## config.mk

```make
export PLATFORM = sky130hd
export DESIGN_NAME = grid_write_scheduler
export DESIGN_NICKNAME = d
export VERILOG_FILES = /design/src/rtl/grid_write_scheduler.sv
export SDC_FILE = /design/constraint.sdc
export NUM_CORES = 1
export LEC_CHECK = 0
export ABC_AREA = 1
export CORE_UTILIZATION = 50
export CTS_CLUSTER_DIAMETER = 150
export DETAILED_ROUTE_END_ITERATION = 7
export PLACE_DENSITY_LB_ADDON = 0.2
export SETUP_SLACK_MARGIN = 0.1
export SLEW_MARGIN = 20
export SYNTH_ARGS = -nofsm -noshare
export SYNTH_HDL_FRONTEND = slang
export SYNTH_SLANG_ARGS = --single-unit
```

## constraint.sdc

```tcl
create_clock -name CLOCK_50 -period 2.5 [get_ports CLOCK_50]
set_input_delay 0.375 -clock CLOCK_50 [delete_from_list [all_inputs] [get_ports CLOCK_50]]
set_output_delay 0.375 -clock CLOCK_50 [all_outputs]
set_load 0.01 [all_outputs]
```

## src/rtl/grid_write_scheduler.sv

```systemverilog
// Write sequencer for the 16x16x2-bit VGA grid memory: full-grid clear sweep plus a FIFO of
// single-cell updates drained in arrival order. Define GRID_COALESCE_EN to merge same-cell updates into the FIFO tail.
module grid_write_scheduler #(
    parameter int         FIFO_DEPTH  = 4,
    parameter logic [1:0] CLEAR_VALUE = 2'b00
) (
    input  logic       CLOCK_50,
    input  logic       RESET,
    input  logic       CLEAR_REQ,
    input  logic       UPD_VALID,
    input  logic [3:0] UPD_X,
    input  logic [3:0] UPD_Y,
    input  logic [1:0] UPD_VALUE,
    output logic       MEM_WE,
    output logic [7:0] MEM_ADDR,
    output logic [1:0] MEM_DATA,
    output logic       BUSY,
    output logic [4:0] FIFO_COUNT,
    output logic       OVERFLOW
);

    localparam int PW = (FIFO_DEPTH > 1) ? $clog2(FIFO_DEPTH) : 1;

    typedef enum logic {
        ST_CLEAR = 1'b0,
        ST_IDLE  = 1'b1
    } state_t;

    state_t        state_r;
    state_t        state_s;
    logic [7:0]    sweep_cnt_r;
    logic [9:0]    fifo_mem_r [FIFO_DEPTH];
    logic [PW-1:0] rd_ptr_r;
    logic [PW-1:0] wr_ptr_r;
    logic [9:0]    head_s;
    logic          fifo_empty_s;
    logic          fifo_full_s;
    logic          clear_start_s;
    logic          pop_s;
    logic          push_s;
    logic          coalesce_s;
    logic          drop_s;
    logic          we_s;
    logic [7:0]    addr_s;
    logic [1:0]    data_s;
    logic          busy_s;
`ifdef GRID_COALESCE_EN
    logic [PW-1:0] tail_ptr_s;
    logic [9:0]    tail_s;
`endif

    // FIFO push/pop/drop decisions for this cycle
    always_comb begin
        fifo_empty_s  = (FIFO_COUNT == 5'd0);
        fifo_full_s   = (FIFO_COUNT == 5'(FIFO_DEPTH));
        clear_start_s = (state_r == ST_IDLE) && CLEAR_REQ;
        pop_s         = (state_r == ST_IDLE) && !CLEAR_REQ && !fifo_empty_s;
        head_s        = fifo_mem_r[rd_ptr_r];
`ifdef GRID_COALESCE_EN
        tail_ptr_s    = wr_ptr_r - PW'(1);
        tail_s        = fifo_mem_r[tail_ptr_s];
        // A tail that leaves this cycle cannot absorb the update.
        coalesce_s    = UPD_VALID && !fifo_empty_s && (tail_s[9:2] == {UPD_Y, UPD_X})
                        && !(pop_s && (FIFO_COUNT == 5'd1));
`else
        coalesce_s    = 1'b0;
`endif
        push_s        = UPD_VALID && !coalesce_s && (!fifo_full_s || pop_s);
        drop_s        = UPD_VALID && !coalesce_s && fifo_full_s && !pop_s;
    end

    // Next-state logic
    always_comb begin
        state_s = state_r;
        case (state_r)
            ST_CLEAR: begin
                if (sweep_cnt_r == 8'hFF) begin
                    state_s = ST_IDLE;
                end else begin
                    state_s = ST_CLEAR;
                end
            end
            ST_IDLE: begin
                if (CLEAR_REQ) begin
                    state_s = ST_CLEAR;
                end else begin
                    state_s = ST_IDLE;
                end
            end
            default: state_s = ST_CLEAR;
        endcase
    end

    // Next values of the registered memory-port outputs
    always_comb begin
        we_s   = 1'b0;
        addr_s = MEM_ADDR;
        data_s = MEM_DATA;
        busy_s = (state_r == ST_CLEAR) || clear_start_s;
        case (state_r)
            ST_CLEAR: begin
                we_s   = 1'b1;
                addr_s = sweep_cnt_r;
                data_s = CLEAR_VALUE;
            end
            ST_IDLE: begin
                if (pop_s) begin
                    we_s   = 1'b1;
                    addr_s = head_s[9:2];
                    data_s = head_s[1:0];
                end else begin
                    we_s   = 1'b0;
                end
            end
            default: begin
                we_s = 1'b0;
            end
        endcase
    end

    // State register
    always_ff @(posedge CLOCK_50) begin
        if (RESET) begin
            state_r <= ST_CLEAR;
        end else begin
            state_r <= state_s;
        end
    end

    // Sweep address counter; its 255->0 wrap coincides with leaving CLEAR
    always_ff @(posedge CLOCK_50) begin
        if (RESET || clear_start_s) begin
            sweep_cnt_r <= 8'd0;
        end else if (state_r == ST_CLEAR) begin
            sweep_cnt_r <= sweep_cnt_r + 8'd1;
        end else begin
            sweep_cnt_r <= sweep_cnt_r;
        end
    end

    // Registered memory port and status outputs
    always_ff @(posedge CLOCK_50) begin
        if (RESET) begin
            MEM_WE   <= 1'b0;
            MEM_ADDR <= 8'd0;
            MEM_DATA <= 2'b00;
            BUSY     <= 1'b1;
        end else begin
            MEM_WE   <= we_s;
            MEM_ADDR <= addr_s;
            MEM_DATA <= data_s;
            BUSY     <= busy_s;
        end
    end

    // FIFO pointers, occupancy and sticky overflow flag
    always_ff @(posedge CLOCK_50) begin
        if (RESET) begin
            rd_ptr_r   <= '0;
            wr_ptr_r   <= '0;
            FIFO_COUNT <= 5'd0;
            OVERFLOW   <= 1'b0;
        end else begin
            if (push_s) begin
                wr_ptr_r <= wr_ptr_r + PW'(1);
            end
            if (pop_s) begin
                rd_ptr_r <= rd_ptr_r + PW'(1);
            end
            case ({push_s, pop_s})
                2'b10:   FIFO_COUNT <= FIFO_COUNT + 5'd1;
                2'b01:   FIFO_COUNT <= FIFO_COUNT - 5'd1;
                default: FIFO_COUNT <= FIFO_COUNT;
            endcase
            if (drop_s) begin
                OVERFLOW <= 1'b1;
            end
        end
    end

    // FIFO storage
    always_ff @(posedge CLOCK_50) begin
        if (push_s) begin
            fifo_mem_r[wr_ptr_r] <= {UPD_Y, UPD_X, UPD_VALUE};
`ifdef GRID_COALESCE_EN
        end else if (coalesce_s) begin
            fifo_mem_r[tail_ptr_s][1:0] <= UPD_VALUE;
`endif
        end
    end

endmodule

```

==> flow_metrics.py <==
metrics = {
    "setup_path": {
        "cp.required_ps": 2740,
        "critical_path_class": "in -> reg",
        "critical_path.max_fanout": 7,
        "start_kind": "input pin",
        "crit_arrival_ps": 2140,
        "end_kind": "register",
    },
    "cts": {
        "cts_resized": 0,
        "htree_levels": 3,
        "clk-insertion-delay-late_ps": 340,
        "tritoncts": "yes",
        "cts_buffers": 9,
        "hold_buffers": 0,
        "clk_pin_slew_ps": 70,
        "clkSinkCount": 73,
        "ctsLongestPathBuffers": 2,
        "cts_root_buf": "clkbuf_8",
        "cts_setup_buffers": 0,
    },
    "yosys": {
        "synth_area_mm2": 0.003082,
        "synth_area_leader_cell": "edfxtp_1",
        "synth_xor_xnor_area_share": 0.008526,
        "synth_cell_types": 30,
        "synth_top_area_frac": 0.3898,
        "yosysMostFrequentCell": "nand2_1",
        "async_flop_share": 0,
        "postSynthCellCount": 318,
        "synthFlopType": "edfxtp_1",
        "synth_commonest_cells": "nand2_1, nor2_1, edfxtp_1",
        "synth_area_leaders": "edfxtp_1, dfxtp_1, nand2_1",
        "synth_fa_ha_area_frac": 0.02436,
        "yosysSeqAreaShare": 0.6041,
        "syn-num-nets": 338,
        "synth_top_family_by_area": "simple AND/OR/NAND/NOR gates",
        "synth-simple-area-share": 0.1937,
        "synth_compound_area_frac": 0.1104,
        "synthMuxAreaShare": 0,
        "synth_edf_count": 40,
        "synth_seq_cells": 73,
        "yosys_warnings": 0,
        "postSynthAreaPerCell_um2": 9.691,
    },
    "timing": {
        "fmax_mhz": 527.3,
        "tightest_slew_ps": 535.7,
        "fin_tns_setup_ps": 0,
        "drv_slew": 0,
        "finalClockSkew_ps": 6.991,
        "hold_slack_ps": 451.9,
        "grt_setup_unrepaired": "no",
        "layout_worst_path_cycle_share": 0.7586,
        "slew_headroom": 0.6425,
        "hold_viol": 0,
        "setup_viol": 0,
        "finalCriticalPeriod_ps": 1896,
    },
    "pwr": {
        "power_mw": 2.537,
        "vdd_drop_max_mv": 0.4064,
        "leakage_nw": 1.456,
        "power.density_mw_per_mm2": 682.4,
    },
    "drt": {
        "wl_met2_um": 2934,
        "wirelength_met1_um": 2785,
        "drt-vias-per-instance": 5.084,
        "ant_nets": 0,
        "drc": 0,
        "wl_um": 6100,
        "dr.max_layer_used": "met4",
        "num_vias": 2232,
        "drtIter0Drc": 157,
        "drt_pre_antenna_iters": 4,
        "wire_per_inst_um": 13.90,
        "wl_met3_um": 263,
    },
    "final_layout": {
        "drive_above_1_share": 0.1126,
        "num-nets-final": 379,
        "num_antenna_cells": 0,
        "area_growth_pct": 20.63,
        "n_fill_cell": 500,
        "fin_area_mm2": 0.003717,
    },
    "global_route": {
        "antenna_found_initial": 0,
        "grt_pass1_vias": 2150,
        "grt_max_degree": 22,
        "grt_pass1_wl_um": 10230,
        "grt_overflow": 0,
        "grt_use_total": 0.2184,
    },
    "die": {
        "num_rows": 28,
        "die_h_um": 80.51,
        "start_util": 0.5205,
        "io_pins": 32,
        "core_mm2": 0.005921,
        "die_area_mm2": 0.006481,
        "dieWidth_um": 80.51,
    },
    "place": {
        "place_area_mm2": 0.003507,
        "io_buffers": 31,
        "place_congestion": 0.8444,
        "dp_hpwl_um": 4144,
    },
    "hold_path": {
        "hold_class": "reg -> reg",
    },
    "outcome": {
        "status": "finished clean",
    },
    "job": {
        "maxCapViolCount": 0,
    },
}
[metrics by stage]
step	utilization	setup slack, ps	std cells
after floorplan	-	717.5	318
after global placement	0.5924	322.0	423
after detailed placement	0.5924	266.8	423
after CTS	0.6279	630.1	439
after global routing	0.6279	442.2	439
final	0.6279	603.5	439
[routing by layer]
| metal | up-vias | global-route usage |
|---|---|---|
| li1 | 1150 | - |
| met3 | 9 | 0.05795 |
| met1 | 1019 | 0.2755 |
| met5 | - | 0 |
| met4 | 0 | 0.08571 |
| met2 | 54 | 0.3551 |
[worst max-delay path: stages]
cell,delay [ps]
clkdlybuf4s50_1,520
nor2_8,220
nand4_1,170
nand2_1,130
inv_1,50
ha_1,170
inv_1,50
nand2_1,80
xor2_1,170
nand2_1,70
o211ai_1,80
inv_1,50
[state kept, by name, summed over array words and instances (netlist names), named ones only]
| name | cells |
|---|---|
| MEM_DATA | 2 |
| state_r | 1 |
| MEM_ADDR | 8 |
| FIFO_COUNT | 5 |
| fifo_mem_r | 40 |
| sweep_cnt_r | 8 |
| wr_ptr_r | 2 |
| MEM_WE | 1 |
| rd_ptr_r | 2 |
| BUSY | 1 |
| OVERFLOW | 1 |
[cell type report]
type,count,area [µm²],share of cell area
clock buffers,10,127.6,0.03433
clock inverters,6,82.58,0.02221
inverters,38,142.6,0.03837
multi-input cells,198,1039,0.2794
flip-flops and latches,73,1862,0.5008
well taps,75,93.84,0.02524
repair buffers,39,370.4,0.09963
[path summary, 6_finish.rpt]
kind	start	to	slack [ps]	cells past startpoint
setup / recovery	CLEAR_REQ	FIFO_COUNT[2]	600	12
hold / removal	OVERFLOW	OVERFLOW	450	2
setup reg to reg	FIFO_COUNT[2]	FIFO_COUNT[2]	690	13
hold reg to reg	OVERFLOW	OVERFLOW	450	2
[report_power, final]
group	switching, mW	leakage [nW]	internal, mW
clock network	0.424	0.106	0.557
registers	0.0315	0.636	1.32
logic	0.117	0.714	0.0895
[kinds of logic (layout without fill, tap and decap cells)]
group,count (synthesis),after routing
xor+xnor,3,3
simple gates,127,127
fa+ha+maj,6,6
buf+inv,47,93
flops,73,73
compound gates,62,62
[placed cells by master, fill, tap and decap left out, drive strengths merged, types with 5 or more instances in the layout]
cell type / n
clkdlybuf4s50: 31
nand3: 13
nor2: 48
o22ai: 7
clkbuf: 10
ha: 6
inv: 38
dfxtp: 33
edfxtp: 40
o21ai: 34
a21oi: 14
nand2: 55
buf: 8
nor3: 5
(Power assumes the default switching activity.)
==> RTL edit (same settings) <==
Change the parameter `FIFO_DEPTH` from 4 to 8.
--- a/src/rtl/grid_write_scheduler.sv
+++ b/src/rtl/grid_write_scheduler.sv
@@ -3,3 +3,3 @@
 module grid_write_scheduler #(
-    parameter int         FIFO_DEPTH  = 4,
+    parameter int         FIFO_DEPTH  = 8,
     parameter logic [1:0] CLEAR_VALUE = 2'b00
Behaviour: not the same (Yosys sat finds a counterexample within 10 cycles, from zero or initial values and one cycle with RESET high).
==> RTL edit against the original RTL <==
  * Total power rose by 89%
  * Synthesized area rose by 54%
  * Critical endpoint is now fifo_mem_r[3][7]$_DFFE_PP_
  * Non-clock buffer count rose by 8
  * Clock skew rose by 0.0091 ns
  * Wire length rose by 64%
  * Global-route usage rose by 0.48 points
  * Final area rose by 57%
  * Register-to-register slack got worse by 0.28 ns
  * Combinational power fell by 8%
  * Sequential cell count rose by 43
  * Critical path type is now reg -> reg
  * Sequential power rose by 58%
  * Worst setup slack got worse by 0.20 ns
  * Critical path depth fell by 1
==> RTL edit: results (changes against the original RTL) <==
| Metric | Value |
|---|---|
| Clk_skew | 0.0161 ns (was 0.00699 ns) |
| Clk_lat worst skew | 0.52 ns (was 0.34 ns) |
| Via count | 3,334 (was 2,232) |
| Outcome | finished, final reports clean (unchanged) |
| Seq/Total Area, Yosys | 0.658 (was 0.604) |
| Syn Inst Count | 426 (was 318) |
| Final net count | 492 (was 379) |
| Worst Hold Depth | 1 (was 2) |
| Placed cell area | 5210 um2 (was 3510 um2) |
| Post-Layout Cell Count | 597 (was 439) |
| 1st-pass router iterations | 5 (was 4) |
| WL final | 10,000 um (was 6100 um) |
| Clk pin slew, worst setup/hold paths | 0.05 ns (was 0.07 ns) |
| R2r worst-path depth | 11 (was 13) |
| Slew @ Worst Pin | 0.475 ns (was 0.536 ns) |
| Post-synth EDFFs | 80 (was 40) |
| Worst Setup SP | state_r$_SDFF_PP0_ (was CLEAR_REQ) |
| Share of post-route cells with drive strength above 1 | 0.142 (was 0.113) |
| WP data arrival | 2.30 ns (was 2.14 ns) |
| Startpoint of the worst hold path | rd_ptr_r[2]$_SDFFE_PP0N_ (was OVERFLOW$_SDFFE_PP0P_) |
| VDD IR max | 374 uV (was 406 uV) |
| Largest net degree at the start of global routing | 41 (was 22) |
| GPL Wtd Cong | 0.884 (was 0.844) |
| Post-synth top cells | 80 x edfxtp_1, 62 x nor2_1, 51 x o21ai_0 (was 49 x nand2_1, 44 x nor2_1, 40 x edfxtp_1) |
| Htree depth | 4 (was 3) |
| Placed Cells | 565 (was 423) |
| Total Routing Usage GR | 0.223 (was 0.218) |
| Initial drt markers | 212 (was 157) |
| First-pass GRT wire length | 16,300 um (was 10,200 um) |
| Registers with the most flip-flops | fifo_mem_r (80), MEM_ADDR (8), sweep_cnt_r (8) (was fifo_mem_r (40), MEM_ADDR (8), sweep_cnt_r (8)) |
-- RTL edit: cell count changes after synthesis, sizes merged, moves of 3 or more --
cell    unedited run  this run
edfxtp            40        80
nor2              48        69
nand3             13        17
clkbuf             7        15
dfxtp             33        36
inv               38        34
a31oi              0         6
o21ai             34        53
o221ai             1        20
o22ai              7         0
-- RTL edit: stage by stage --
step | util | worst slack (ns)
6_report | 0.635 | 0.407
5_1_grt | 0.635 | 0.247
4_1_cts | 0.635 | 0.416
3_5_place_dp | 0.567 | 0.189
3_3_place_gp | 0.567 | 0.243
2_1_floorplan | - | 0.565
-- RTL edit: worst max-delay path, cell delays in order, from the launching register on --
cell     delay [ns]
dfxtp_1        0.56
inv_6          0.13
nor2_8         0.17
nor2_2         0.05
nand3_2        0.05
inv_2          0.05
nor2_4         0.12
inv_1          0.09
nor2_1         0.12
inv_1          0.09
nor2_1         0.12
buf_4          0.22
-- RTL edit: path summary, 6_finish.rpt --
path	slack [ns]	end
worst max-delay path	0.41	fifo_mem_r[3][7]$_DFFE_PP_
worst min-delay path	0.45	flop
worst max register to register	0.41	fifo_mem_r[3][7]$_DFFE_PP_
worst min register to register	0.45	flop
-- RTL edit: logic make-up after synthesis --
| kind of cell | Yosys count | share of synthesized area |
|---|---|---|
| AND/OR/NAND/NOR | 150 | 0.147 |
| flip-flops | 116 | 0.658 |
| AO/OA/AOI/OAI | 98 | 0.126 |
| buffers and inverters | 54 | 0.0499 |
| adder cells (fa/ha/maj) | 5 | 0.0132 |
| XOR/XNOR | 3 | 0.00554 |
-- RTL edit: metal layers --
metal	vias to the layer above	track usage	share of wire
met4	0	0.127	0.032
met3	25	0.0618	0.056
met2	116	0.357	0.47
met1	1587	0.274	0.44
met5	-	0	0
li1	1606	-	-
-- RTL edit: cell type report --
class                      count  area (um2)
inverter                      35         136
tap                          111         139
timing repair buffer          47         430
clock inverter                 5        51.3
clock buffer                  27         578
fill                         719        3350
sequential                   116        3120
multi-input combinational    256        1380
-- RTL edit: power by group through the flow --
stage	Combinational [mW]	Clock [mW]	Sequential (mW)
3_5_place_dp	0.189	0	2.16
4_1_cts	0.191	2.51	2.13
2_1_floorplan	0.0930	0	2.16
3_3_place_gp	0.185	0	2.16
5_1_grt	0.209	2.60	2.13
6_report	0.190	2.48	2.13
